[src/rtl/prio_encoder_rr.sv]
// prio_encoder_rr: registered N-input priority encoder with fixed or round-robin
// policy, per-input masking and a valid/ready output stage.
module prio_encoder_rr #(
   parameter int N       = 8,
   parameter bit RR_MODE = 1'b0,
   parameter int W       = $clog2(N)
) (
   input  logic         clk,
   input  logic         rst,
   input  logic [N-1:0] req,
   input  logic [N-1:0] mask,
   input  logic         out_ready,
   output logic         out_valid,
   output logic [W-1:0] out_idx,
   output logic [N-1:0] out_onehot
);
   logic [W-1:0] ptr, start, cand, g;
   logic [N-1:0] eff;
   logic         load, any;
   always_comb begin
      eff   = req & ~mask;
      load  = !out_valid || out_ready;
      any   = |eff;
      start = RR_MODE ? ptr : W'(N-1);
      cand  = '0;
      g     = '0;
      // Walk from the farthest candidate back to start so the closest set bit wins.
      for (int k = N - 1; k >= 0; k--) begin
         cand = W'((int'(start) - k + N) % N);
         if (eff[cand]) g = cand;
      end
   end
   always_ff @(posedge clk or posedge rst) begin
      if (rst) begin
         out_valid  <= 1'b0;
         out_idx    <= '0;
         out_onehot <= '0;
         ptr        <= W'(N-1);
      end else if (load) begin
         out_valid  <= any;
         out_idx    <= any ? g : '0;
         out_onehot <= any ? (N'(1) << g) : '0;
         if (RR_MODE && any) ptr <= (g == '0) ? W'(N-1) : g - W'(1);
      end
   end
endmodule

[config.mk]
export PLATFORM = sky130hd
export DESIGN_NAME = prio_encoder_rr
export DESIGN_NICKNAME = d
export VERILOG_FILES = /design/src/rtl/prio_encoder_rr.sv
export SDC_FILE = /design/constraint.sdc
export NUM_CORES = 1
export LEC_CHECK = 0
export CAP_MARGIN = 40
export CORE_UTILIZATION = 28
export DETAILED_ROUTE_END_ITERATION = 12
export PLACE_DENSITY = 0.61
export SYNTH_ARGS = -nofsm -noshare
export SYNTH_HDL_FRONTEND = slang
export SYNTH_SLANG_ARGS = --single-unit
[constraint.sdc]
create_clock -name clk -period 1.55 [get_ports clk]
set_input_delay 0.31 -clock clk [delete_from_list [all_inputs] [get_ports clk]]
set_output_delay 0.31 -clock clk [all_outputs]
set_load 0.01 [all_outputs]
# == Yosys cells after proc, flatten, opt, wreduce, memory -nomap -nowiden ==
# Index checks and enable logic that the tools add are counted.
# classes
shifts,1
mux,9
n_bitwise,2
reduce_logical,3
# op_table
cell,n
3-bit two-way mux,7
8-bit AND,1
8-bit two-way mux,1
8-bit inverter,1
8-bit OR reduction,1
1-bit by 3-bit left shift with 8-bit output (first input constant),1
1-bit zero test,1
1-bit logical OR,1
1-bit two-way mux,1
# word_totals
regBits,12
output_inout_bits,12

# == Depth between registers and ports, before layout ==
# logic_depth
ltp_word,11
depth_mapped,5
mapped_depth_nobuf,4

# == Least setup slack after synthesis ==
# No wires, ideal clock.
# synth_timing
path_type,register to register
startpoint,register out_valid
endpoint,register out_onehot[0]
arrival_time_ns,1.118
required_time_ns,1.484
slack_ns,0.366
path_stages_with_launch,5
synth_period_minus_slack_ns,1.184
cell_sequence,dfrtp_1 > nor2b_1 > buf_2 > nor4_2 > a22o_1
# synth_via
elab_chain_len,2
# synth_rtl
item,line,rtl
start: declaration,13,"output logic out_valid,"
start signal: assignment,40,out_valid <= any;
1-bit zero test,22,load = !out_valid || out_ready;
1-bit logical OR,22,
end signal: assignment,42,out_onehot <= any ? (N'(1) << g) : '0;
end: declaration,15,output logic [N-1:0] out_onehot
# Every way passes these cells.
# A chain may end at the register's enable or synchronous reset.

# == Worst setup path after layout ==
# layout_timing
startpoint,register out_onehot[0]
endpoint,output out_onehot[0]
# No word-level cell between the ends.

==> qor.txt <==
Initial Utilization: 30.7%
CP Launch Type: flip-flop
1st-pass router iterations: 4
slowest cell delay on critical path: 0.54 ns
Reg2Reg Depth: 4
Data required, critical path: 1.24 ns
skew final: 0.00843 ns
synthesis-stage register bit count: 12
worst-path cell chain: clkdlybuf4s50_1
wire per inst: 11.2 um
Port Buffers: 30
core area: 2040 um2
Arr. time, crit path: 1.17 ns
crit-path leading delay family: buffers and inverters
synth-to-layout area growth: 64.7%
dpl hpwl: 1130 um
Max VDD drop: 0.285 mV
top-area cell type share of the netlist area: 47.9%
largest net degree at the start of global routing: 18
Die Ht: 49.3 um
Clock Sinks: 12
initial antenna violation count: 0
stages on the worst setup path: 1
Max Fclk: 0.675 GHz
sequential share of the synthesized area: 47.9%
nets: 114
critical path class: flip-flop to output pin
Hold Slack: 0.342 ns
Post-synth ARST share: 100%
vias per cell: 4.70
routability cong.: 0.719
TritonCTS clock tree: built
CTS H-tree lvls: 1
fin crit share: 95.6%
Routed WL: 1350 um
Iteration-0 DRC Markers: 7
Via Count: 569
Setup Buffers After CTS: 0
total gr overflow: 0
Crit. End Element: output pin
worst-path maximum fanout: 2
Synth Flop Type: dfrtp_1
slowest CP cell: clkdlybuf4s50_1
post-route minimum period: 1.48 ns
CTS root buf: clkbuf_4
share of cells above drive strength 1: 22.3%
RSZ-0062 raised after global routing: no
Hold Fails Final Rpt: 0
top cells by area, synth: dfrtp_1 (48%), nand2b_2 (5.6%), nand2_1 (4.8%)
Max Root-Sink Buffers: 2
worst rel slew slack: 70.2%
Flop pwr share: 43.0%
# rows: 16
Mapped Cells: 56
CP Buf/Inv Count: 1
Placed Cells: 117
Max Transition Viols Final: 0
Post-synth EDFFs: 0
top cells by count, synth: dfrtp_1 (12), nand2_1 (8), inv_1 (4), nand2b_2 (4)
outcome: complete, no violations
max-cap violation count: 0
cell with the most instances after synthesis: dfrtp_1
total CTS buffers: 3
power per cell area: 789 nW/um2
diodes inserted: 0
Post-Layout Cell Count: 121
post-cts resize count: 0
Clk pwr share: 30.1%
die width: 49.3 um
synthesized area: 627 um2
Post-DRT Antenna Nets: 0
Hold WC Path Type: primary input to asynchronous set/reset pin
Avg Synthesized Cell Area: 11.2 um2
die footprint: 2430 um2
number of global-route vias before repair: 547
Clock Latency Late Sink: 0.27 ns
IO Pins: 31
GRT Total Usage: 12.8%
static leakage: 0.451 nW
setup TNS: 0 ns
Syn Nets: 75
synth warn: 0
Internal: 0.611 mW
switching pwr: 0.203 mW
leading area contributor after synthesis: dfrtp_1
global-route wire length before repair: 2330 um
Worst-Margin Slew: 0.446 ns
Cell variety after synth: 22
DRC: 0
# hold bufs at CTS: 0
Switching Fraction: 24.9%
Final setup viols: 0
Comb power frac: 26.8%
Reg clk slew, reported paths: 0.08 ns
[cell usage in the layout (no fill, tap or decap)]
master,synthesis,layout
nand4_2,1,1
a21boi_4,1,1
a311oi_1,1,1
a22o_1,3,3
nand2b_4,2,2
clkbuf_8,0,1
dfrtp_1,12,12
nor2b_4,1,1
nor4_2,1,1
o221ai_1,1,1
o31ai_1,1,1
o221a_4,1,1
nor2b_1,2,2
inv_1,4,4
a21oi_1,3,3
clkbuf_4,0,3
nand2_1,8,8
a32o_1,2,2
buf_4,0,6
nand4_1,1,1
clkdlybuf4s50_1,0,30
nor2_1,1,1
a211oi_1,1,1
nand2b_2,4,4
o21ai_0,3,3
[metal layers]
metal	vias to the layer above	wire length [um]	GRT usage (%)
met1	264	623	14.2
li1	277	-	-
met5	-	0	0
met2	24	622	21.0
met4	0	36	10.3
met3	4	67	2.49
[worst paths after layout]
path,startpoint,endpoint,slack (ns)
max reg2reg,out_valid,out_onehot[4],0.30
max in group asynchronous,rst,out_idx[0],0.89
min reg2reg,out_onehot[6],out_onehot[6],0.49
min,rst,out_onehot[4],0.34
max,out_onehot[0],out_onehot[0],0.07
min in group clk,out_onehot[6],out_onehot[6],0.49
[flip-flops by register name (all words and copies together) (netlist names)]
register and cells:
out_idx 3, out_valid 1, out_onehot 8
[cell families (layout without fill, tap and decap cells)]
logic type,after synthesis,in the layout,share of synthesized area (%)
AND/OR/NAND/NOR,21,21,24.5
flip-flops,12,12,47.9
buffers and inverters,6,44,3.99
AO/OA/AOI/OAI,17,17,23.6
[layout make-up]
class | instances | area [um2]
clock buffers | 4 | 36.3
flip-flops and latches | 12 | 300
repair buffers | 36 | 345
well taps | 27 | 33.8
fillers | 202 | 1010
multi-input cells | 38 | 302
inverters | 4 | 15.0
[power by group through the flow]
stage	logic, mW	registers [mW]	clock network [mW]
final	0.218	0.350	0.245
after global routing	0.238	0.354	0.270
after CTS	0.221	0.351	0.253
after detailed placement	0.220	0.357	0
after global placement	0.218	0.356	0
after floorplan	0.0854	0.368	0
[per-stage QoR]
stage	setup slack [ns]	total power [mW]	util (%)	area, um2
global route	0.0147	0.863	50.6	1030
global placement	-0.0845	0.574	48.8	996
CTS	0.0516	0.824	50.6	1030
floorplan	0.366	0.453	-	627
detailed placement	-0.104	0.578	48.8	996
finish	0.0678	0.814	50.6	1030
Note: power is estimated with default switching activity, not from simulation.
